## src/rtl/ddr3_pkg.sv

```systemverilog
// ddr3_pkg: shared state encoding, AXI length width and default tuning for the DDR3 burst engine
package ddr3_pkg;
  localparam int AXI_LEN_W = 8;
  localparam int DEF_MAX_BEATS = 16;
  localparam int DEF_GUARD_CYC = 4;
  typedef enum logic [2:0] {S_IDLE, S_WA, S_WD, S_RA, S_RD, S_FIN, S_GUARD} state_t;
endpackage

```

## src/rtl/ddr3_burst_engine_if.sv

```systemverilog
// ddr3_burst_engine_if: AXI-style AW/W/AR/R channels between the burst engine and the DDR3 controller
// master (engine): drives aw*/w*/ar* payload and valids, receives readies and r* data
// slave (controller): the mirror image
interface ddr3_burst_engine_if import ddr3_pkg::*; #(
  parameter int DATA_W = 256,
  parameter int ADDR_W = 28
) ();
  logic [ADDR_W-1:0] axi_awaddr;
  logic [AXI_LEN_W-1:0] axi_awlen;
  logic axi_awvalid;
  logic axi_awready;
  logic [DATA_W-1:0] axi_wdata;
  logic [DATA_W/8-1:0] axi_wstrb;
  logic axi_wvalid;
  logic axi_wready;
  logic axi_wlast;
  logic [ADDR_W-1:0] axi_araddr;
  logic [AXI_LEN_W-1:0] axi_arlen;
  logic axi_arvalid;
  logic axi_arready;
  logic [DATA_W-1:0] axi_rdata;
  logic axi_rvalid;
  logic axi_rlast;
  modport master (
    output axi_awaddr, axi_awlen, axi_awvalid, axi_wdata, axi_wstrb, axi_wvalid, axi_wlast,
    output axi_araddr, axi_arlen, axi_arvalid,
    input axi_awready, axi_wready, axi_arready, axi_rdata, axi_rvalid, axi_rlast
  );
  modport slave (
    input axi_awaddr, axi_awlen, axi_awvalid, axi_wdata, axi_wstrb, axi_wvalid, axi_wlast,
    input axi_araddr, axi_arlen, axi_arvalid,
    output axi_awready, axi_wready, axi_arready, axi_rdata, axi_rvalid, axi_rlast
  );
endinterface

```

## src/rtl/ddr3_burst_split.sv

```systemverilog
// ddr3_burst_split: walks a latched command (start, len) through sub-bursts of at most MAX_BEATS beats
// in: clk, rst, load (latch start/len), next (current sub-burst done), start, len
// out: addr (sub-burst start, wraps mod 2^ADDR_W), sub_len (beats-1), remaining (beats left incl. current)
module ddr3_burst_split import ddr3_pkg::*; #(
  parameter int ADDR_W = 28,
  parameter int MAX_BEATS = DEF_MAX_BEATS
) (
  input logic clk,
  input logic rst,
  input logic load,
  input logic next,
  input logic [ADDR_W-1:0] start,
  input logic [9:0] len,
  output logic [ADDR_W-1:0] addr,
  output logic [AXI_LEN_W-1:0] sub_len,
  output logic [9:0] remaining
);
  logic [9:0] sub;
  assign sub = remaining > 10'(MAX_BEATS) ? 10'(MAX_BEATS) : remaining;
  // an empty command reports len 0 rather than wrapping to 255
  assign sub_len = sub == '0 ? '0 : AXI_LEN_W'(sub - 10'd1);
  always_ff @(posedge clk)
    if (rst) begin
      addr <= '0;
      remaining <= '0;
    end else if (load) begin
      addr <= start;
      remaining <= len;
    end else if (next) begin
      addr <= addr + ADDR_W'(sub);
      remaining <= remaining - sub;
    end
endmodule

```

## src/rtl/ddr3_burst_engine.sv

```systemverilog
// ddr3_burst_engine: executes scheduler write/read burst commands as AXI AW+W / AR+R sub-bursts
// in: clk, rst, ddr3_init_done, wd_req/wd_addr/wd_len, rd_req/rd_addr/rd_len, wfifo_rd_data
// out: wd_finish/rd_finish pulses, wfifo_rd_en pop, rfifo_wr_en/rfifo_wr_data push, err_rlast (sticky)
// axi: master side of ddr3_burst_engine_if
module ddr3_burst_engine import ddr3_pkg::*; #(
  parameter int DATA_W = 256,
  parameter int ADDR_W = 28,
  parameter int MAX_BEATS = DEF_MAX_BEATS,
  parameter int GUARD_CYC = DEF_GUARD_CYC
) (
  input logic clk,
  input logic rst,
  input logic ddr3_init_done,
  input logic wd_req,
  input logic [ADDR_W-1:0] wd_addr,
  input logic [9:0] wd_len,
  output logic wd_finish,
  input logic rd_req,
  input logic [ADDR_W-1:0] rd_addr,
  input logic [9:0] rd_len,
  output logic rd_finish,
  output logic wfifo_rd_en,
  input logic [DATA_W-1:0] wfifo_rd_data,
  output logic rfifo_wr_en,
  output logic [DATA_W-1:0] rfifo_wr_data,
  ddr3_burst_engine_if.master axi,
  output logic err_rlast
);
  state_t state;
  logic is_wr;
  logic [AXI_LEN_W-1:0] beat;
  logic [15:0] gcnt;
  logic load;
  logic next;
  logic last_sub;
  logic w_hs;
  logic r_beat;
  logic [ADDR_W-1:0] sub_addr;
  logic [AXI_LEN_W-1:0] sub_len;
  logic [9:0] remaining;
  assign load = state == S_IDLE && ddr3_init_done && (wd_req || rd_req);
  assign w_hs = axi.axi_wvalid && axi.axi_wready;
  assign r_beat = state == S_RD && axi.axi_rvalid;
  assign next = (w_hs || r_beat) && beat == sub_len;
  assign last_sub = remaining <= 10'(MAX_BEATS);
  ddr3_burst_split #(.ADDR_W(ADDR_W), .MAX_BEATS(MAX_BEATS)) u_split (
    .clk(clk),
    .rst(rst),
    .load(load),
    .next(next),
    .start(wd_req ? wd_addr : rd_addr),
    .len(wd_req ? wd_len : rd_len),
    .addr(sub_addr),
    .sub_len(sub_len),
    .remaining(remaining)
  );
  assign axi.axi_awaddr = sub_addr;
  assign axi.axi_awlen = sub_len;
  assign axi.axi_araddr = sub_addr;
  assign axi.axi_arlen = sub_len;
  assign axi.axi_awvalid = state == S_WA;
  assign axi.axi_wvalid = state == S_WD;
  assign axi.axi_arvalid = state == S_RA;
  assign axi.axi_wlast = axi.axi_wvalid && beat == sub_len;
  assign axi.axi_wdata = axi.axi_wvalid ? wfifo_rd_data : '0;
  assign axi.axi_wstrb = '1;
  assign wfifo_rd_en = w_hs;
  assign wd_finish = state == S_FIN && is_wr;
  assign rd_finish = state == S_FIN && !is_wr;
  always_ff @(posedge clk)
    if (rst) begin
      state <= S_IDLE;
      is_wr <= 1'b0;
      beat <= '0;
      gcnt <= '0;
      rfifo_wr_en <= 1'b0;
      rfifo_wr_data <= '0;
      err_rlast <= 1'b0;
    end else begin
      rfifo_wr_en <= r_beat;
      if (r_beat) rfifo_wr_data <= axi.axi_rdata;
      case (state)
        S_IDLE: if (load) begin
          is_wr <= wd_req;
          state <= (wd_req ? wd_len : rd_len) == '0 ? S_FIN : wd_req ? S_WA : S_RA;
        end
        S_WA: if (axi.axi_awready) begin
          state <= S_WD;
          beat <= '0;
        end
        S_WD: if (axi.axi_wready) begin
          beat <= beat + AXI_LEN_W'(1);
          if (axi.axi_wlast) state <= last_sub ? S_FIN : S_WA;
        end
        S_RA: if (axi.axi_arready) begin
          state <= S_RD;
          beat <= '0;
        end
        S_RD: if (axi.axi_rvalid) begin
          beat <= beat + AXI_LEN_W'(1);
          // the beat count ends the sub-burst; rlast is only cross-checked
          if (axi.axi_rlast != (beat == sub_len)) err_rlast <= 1'b1;
          if (beat == sub_len) state <= last_sub ? S_FIN : S_RA;
        end
        S_FIN: begin
          state <= S_GUARD;
          gcnt <= '0;
        end
        S_GUARD: if (gcnt == 16'(GUARD_CYC - 1)) state <= S_IDLE; else gcnt <= gcnt + 16'd1;
        default: state <= S_IDLE;
      endcase
    end
endmodule

```

## src/flat_wrapper.sv

```systemverilog
// flat-port wrapper written by rule: the top's interface ports become plain ports
module ddr3_burst_engine_flat import ddr3_pkg::*;
#(
  parameter int DATA_W = 256,
  parameter int ADDR_W = 28,
  parameter int MAX_BEATS = DEF_MAX_BEATS,
  parameter int GUARD_CYC = DEF_GUARD_CYC
)
  (clk, rst, ddr3_init_done, wd_req, wd_addr, wd_len, wd_finish, rd_req, rd_addr, rd_len, rd_finish, wfifo_rd_en, wfifo_rd_data, rfifo_wr_en, rfifo_wr_data, err_rlast, axi_axi_awaddr, axi_axi_awlen, axi_axi_awvalid, axi_axi_wdata, axi_axi_wstrb, axi_axi_wvalid, axi_axi_wlast, axi_axi_araddr, axi_axi_arlen, axi_axi_arvalid, axi_axi_awready, axi_axi_wready, axi_axi_arready, axi_axi_rdata, axi_axi_rvalid, axi_axi_rlast);
  ddr3_burst_engine_if #(.DATA_W(DATA_W), .ADDR_W(ADDR_W)) axi_i ();
  input logic clk;
  input logic rst;
  input logic ddr3_init_done;
  input logic wd_req;
  input logic [ADDR_W-1:0] wd_addr;
  input logic [9:0] wd_len;
  output logic wd_finish;
  input logic rd_req;
  input logic [ADDR_W-1:0] rd_addr;
  input logic [9:0] rd_len;
  output logic rd_finish;
  output logic wfifo_rd_en;
  input logic [DATA_W-1:0] wfifo_rd_data;
  output logic rfifo_wr_en;
  output logic [DATA_W-1:0] rfifo_wr_data;
  output logic err_rlast;
  output wire logic [$bits(axi_i.axi_awaddr)-1:0] axi_axi_awaddr;
  output wire logic [$bits(axi_i.axi_awlen)-1:0] axi_axi_awlen;
  output wire logic [$bits(axi_i.axi_awvalid)-1:0] axi_axi_awvalid;
  output wire logic [$bits(axi_i.axi_wdata)-1:0] axi_axi_wdata;
  output wire logic [$bits(axi_i.axi_wstrb)-1:0] axi_axi_wstrb;
  output wire logic [$bits(axi_i.axi_wvalid)-1:0] axi_axi_wvalid;
  output wire logic [$bits(axi_i.axi_wlast)-1:0] axi_axi_wlast;
  output wire logic [$bits(axi_i.axi_araddr)-1:0] axi_axi_araddr;
  output wire logic [$bits(axi_i.axi_arlen)-1:0] axi_axi_arlen;
  output wire logic [$bits(axi_i.axi_arvalid)-1:0] axi_axi_arvalid;
  input wire logic [$bits(axi_i.axi_awready)-1:0] axi_axi_awready;
  input wire logic [$bits(axi_i.axi_wready)-1:0] axi_axi_wready;
  input wire logic [$bits(axi_i.axi_arready)-1:0] axi_axi_arready;
  input wire logic [$bits(axi_i.axi_rdata)-1:0] axi_axi_rdata;
  input wire logic [$bits(axi_i.axi_rvalid)-1:0] axi_axi_rvalid;
  input wire logic [$bits(axi_i.axi_rlast)-1:0] axi_axi_rlast;
  assign axi_axi_awaddr = axi_i.axi_awaddr;
  assign axi_axi_awlen = axi_i.axi_awlen;
  assign axi_axi_awvalid = axi_i.axi_awvalid;
  assign axi_axi_wdata = axi_i.axi_wdata;
  assign axi_axi_wstrb = axi_i.axi_wstrb;
  assign axi_axi_wvalid = axi_i.axi_wvalid;
  assign axi_axi_wlast = axi_i.axi_wlast;
  assign axi_axi_araddr = axi_i.axi_araddr;
  assign axi_axi_arlen = axi_i.axi_arlen;
  assign axi_axi_arvalid = axi_i.axi_arvalid;
  assign axi_i.axi_awready = axi_axi_awready;
  assign axi_i.axi_wready = axi_axi_wready;
  assign axi_i.axi_arready = axi_axi_arready;
  assign axi_i.axi_rdata = axi_axi_rdata;
  assign axi_i.axi_rvalid = axi_axi_rvalid;
  assign axi_i.axi_rlast = axi_axi_rlast;
  ddr3_burst_engine #(.DATA_W(DATA_W), .ADDR_W(ADDR_W), .MAX_BEATS(MAX_BEATS), .GUARD_CYC(GUARD_CYC)) u_core (.clk(clk), .rst(rst), .ddr3_init_done(ddr3_init_done), .wd_req(wd_req), .wd_addr(wd_addr), .wd_len(wd_len), .wd_finish(wd_finish), .rd_req(rd_req), .rd_addr(rd_addr), .rd_len(rd_len), .rd_finish(rd_finish), .wfifo_rd_en(wfifo_rd_en), .wfifo_rd_data(wfifo_rd_data), .rfifo_wr_en(rfifo_wr_en), .rfifo_wr_data(rfifo_wr_data), .axi(axi_i), .err_rlast(err_rlast));
endmodule
```

## config.mk

```make
export PLATFORM = sky130hd
export DESIGN_NAME = ddr3_burst_engine_flat
export DESIGN_NICKNAME = d
export VERILOG_FILES = /design/src/rtl/ddr3_pkg.sv /design/src/rtl/ddr3_burst_engine_if.sv /design/src/rtl/ddr3_burst_split.sv /design/src/rtl/ddr3_burst_engine.sv /design/src/flat_wrapper.sv
export SDC_FILE = /design/constraint.sdc
export NUM_CORES = 1
export LEC_CHECK = 0
export ABC_AREA = 0
export CORE_AREA = 2 2 477 479
export CTS_BUF_LIST = sky130_fd_sc_hd__clkbuf_4
export DETAILED_ROUTE_END_ITERATION = 12
export DIE_AREA = 0 0 479 481
export PLACE_DENSITY = 0.3
export SYNTH_ARGS = -nofsm -noshare
export SYNTH_HDL_FRONTEND = slang
export SYNTH_SLANG_ARGS = --single-unit
```

## constraint.sdc

```tcl
create_clock -name clk -period 4.57 [get_ports clk]
set_input_delay 0.914 -clock clk [delete_from_list [all_inputs] [get_ports clk]]
set_output_delay 0.914 -clock clk [all_outputs]
set_load 0.01 [all_outputs]
```

==> results.cfg <==
[sta]
tightest_slew_ns = 1.12
finalHoldViolCount = 0
timing.fmax_ghz = 0.214
setup_ws_ns = -0.0950
rsz0062_at_grt = yes
fin_skew_ns = 0.0860
timing.hold.ws_ns = 0.275
setup_viol = 1
min_period_over_period = 1.02
tns_ns = -0.0950
period_needed_ns = 4.67
slew_headroom = 0.250
slew_viol_final = 0

[final_layout]
num-fill-cells = 25900
layout-drive-gt1-share = 0.0997
fin_nets = 3932
fin_util = 0.147
area_delta_synth_final_pct = 109
final_common_cell = clkdlybuf4s50_1
final_cell_mix = clkdlybuf4s50_1, nand2_1, dfxtp_1, a21oi_1, and2_1

[run_status]
outcome = finished with violations
failed_checks = negative setup slack

[floorplanning]
io_pins = 1223
rows = 175
dieHeight_um = 481
coreArea_um2 = 226000
fp.dieW_um = 479
dieArea_um2 = 230000
start_util = 0.0704

[drt]
wl_per_cell_um = 27.9
dr.max_layer_used = met5
via_per_inst = 3.15
met3_wirelength_um = 20900
first_iter_violations = 927
route.detailed.drc = 0
firstDrtPassIters = 5
dr_wl_met2_um = 77300
routed_wl_um = 180000
met1_length_um = 78600
antenna_left = 0
num_vias = 20372

[critical_path]
required_ns = 3.66
arrival_ns = 3.75
crit_start = u_core.u_split.remaining[9]$_SDFFE_PP0P_
reg2reg_depth = 23
r2r-end = u_core.u_split.remaining[8]$_SDFFE_PP0P_
crit_cells = 13
path_class = flop to output port
path_buf_inv = 4
crit_fanout = 7
crit_path_end_kind = output port
cpMaxStageDelayCell = or4_4
rr_startpoint = u_core.u_split.remaining[9]$_SDFFE_PP0P_
rrSetupSlack_ns = 0.24
crit_family = simple AND/OR/NAND/NOR gates
cp_cell_sequence = or4_4 -> nor2_4 -> buf_6 -> nand3b_1 -> buf_4 -> ha_4 -> nor4b_4 -> and3_4 -> buf_6 -> nor3_4 -> o22ai_2 -> nor4_2 -> buf_4
start_kind = flop
max_stage_delay_ns = 0.56

[synth]
synth-seq-area-share = 0.408
synth_ff_type = dfxtp_1
synth-seq-cells = 324
synth-edff-count = 0
syn_avg_cell_area_um2 = 7.53
async_flop_share = 0
syn_area_um2 = 15900
synth_cell_types = 72
yosysWarningCount = 0
synthCells = 2110

[placement]
routabilityCongestion = 0.923
dpl.hpwl_um = 153000
io_buffers = 1190

[cts]
cts_max_path_buffers = 3
cts_made_buffers = 112
path_clk_slew_ns = 0.06
cts_tree = done
clockRootBuffer = clkbuf_4
h-tree-depth = 3
cts_sinks = 324
insertion_delay_ns = 1.07

[pwr]
combPwrFrac = 0.449
clkPwrFrac = 0.282
switching_power_mw = 4.72
ir_drop_mv = 0.169
pwr-share-seq = 0.270
leakage_nw = 11.1
powerDensity_nw_per_um2 = 357
swShare = 0.397
internal_power_mw = 7.17

[global_routing]
track_usage = 0.150
grt_pass1_vias = 20256
antenna_found_initial = 129
grt_max_degree = 127
grt.overflow.total = 0
grt_pass1_wl_um = 225000

[min_path]
hold_path_class = input port to flop
whs_path_depth = 2
hold_start = rst
hold_end = u_core.u_split.addr[2]$_SDFFE_PP0P_

[flow_run]
maxCapViolCount = 0
-- metrics by stage --
stage                     instances  setup WS [ns]  power, mW  area (µm²)
after floorplan                2146          0.357       5.06       16000
after global placement         6173         0.0314       8.41       31200
after detailed placement       6173          0.108       8.37       31200
after CTS                      6383         -0.440       12.1       32900
after global routing           6405         -0.435       12.6       33200
final                          6458        -0.0950       11.9       33300
-- registers in the layout, summed over array words and instances (netlist names) --
| name | cells |
|---|---|
| u_core.beat | 8 |
| u_core.err_rlast | 1 |
| u_core.gcnt | 16 |
| u_core.is_wr | 1 |
| u_core.rfifo_wr_data | 256 |
| u_core.rfifo_wr_en | 1 |
| u_core.state | 3 |
| u_core.u_split.addr | 28 |
| u_core.u_split.remaining | 10 |
-- synth_stat cells (all sizes together) (3+ instances only) --
master	number	area (µm²)
a2111oi	5	47.6
a211o	5	43.8
a211oi	24	180
a21oi	288	1450
a22oi	3	22.5
a311oi	12	105
a31oi	9	56.3
and2	260	1630
and3	15	93.8
and4	5	43.8
buf	81	583
clkbuf	143	537
dfxtp	324	6490
ha	15	188
inv	18	67.6
mux2	5	56.3
mux2i	29	290
nand2	562	2110
nand2b	5	31.3
nand3	24	120
nand4	15	109
nor2	61	231
nor2b	16	100
nor3	34	170
nor4	13	103
o211ai	5	37.5
o21a	5	37.5
o21ai	29	156
o21bai	4	30.0
o311ai	4	35.0
o31ai	11	82.6
or2	5	31.3
or3	9	56.3
or4	10	78.8
xnor2	11	96.3
xor2	14	123
-- area by class of cell --
class	instances	area [µm²]	share of cell area
Timing Repair Buffer	1280	12800	0.384
Multi-Input combinational cell	1581	8600	0.258
Timing Repair inverter	1	6.26	0.000188
Clock buffer	166	1250	0.0374
Tap cell	3009	3760	0.113
Sequential cell	324	6490	0.195
Inverter	18	80.1	0.00241
Clock inverter	20	161	0.00485
Antenna cell	59	148	0.00444
-- worst register-to-register path, cell delays in order, from the launching register on --
cell	delay [ns]
dfxtp_2	0.32
or4_4	0.56
nor2_4	0.12
buf_6	0.10
nand3b_1	0.13
ha_4	0.22
buf_8	0.13
nor3b_4	0.17
a211o_1	0.26
a21oi_2	0.19
buf_4	0.13
buf_4	0.09
buf_4	0.09
buf_4	0.09
buf_4	0.09
buf_4	0.09
buf_4	0.09
buf_4	0.09
buf_4	0.10
o22a_4	0.18
nand4_1	0.12
buf_6	0.17
or4_1	0.49
a311oi_1	0.24
-- worst max path at each step --
stage / to / slack, ns
5_1_grt: axi_axi_wlast / -0.43
3_5_place_dp: axi_axi_wlast / 0.11
6_report: axi_axi_wlast / -0.1
2_1_floorplan: axi_axi_wlast / 0.36
3_3_place_gp: axi_axi_wlast / 0.03
4_1_cts: axi_axi_wlast / -0.44
-- power by group through the flow --
stage	registers, mW	clock network, mW	logic [mW]
4_1_cts	3.21	3.62	5.31
3_3_place_gp	3.26	0	5.15
5_1_grt	3.23	3.72	5.67
2_1_floorplan	3.26	0	1.80
3_5_place_dp	3.27	0	5.10
6_report	3.20	3.35	5.33
-- routing by layer --
layer  track usage  vias to the layer above
met3        0.0737                      298
met4        0.0247                       30
met1         0.191                     9462
met2         0.230                     1092
li1              -                     9490
met5             0                        -
-- cells by family after synthesis --
family	count (synthesis)	synth area share
AO/OA/AOI/OAI	422	0.154
other	2	0.000472
multiplexers	34	0.0218
adder cells (fa/ha/maj)	16	0.0131
AND/OR/NAND/NOR	1045	0.314
flip-flops	324	0.408
buffers and inverters	242	0.0747
XOR/XNOR	25	0.0138
-- timing repair --
item,in CTS,in global routing
hold buffers,0,0
buffers inserted,22,22
setup endpoints to repair,209,37
gates resized for setup,99,21
pin swaps,19,15
gates cloned,2,1
Power figures use the tool's default switching activity.
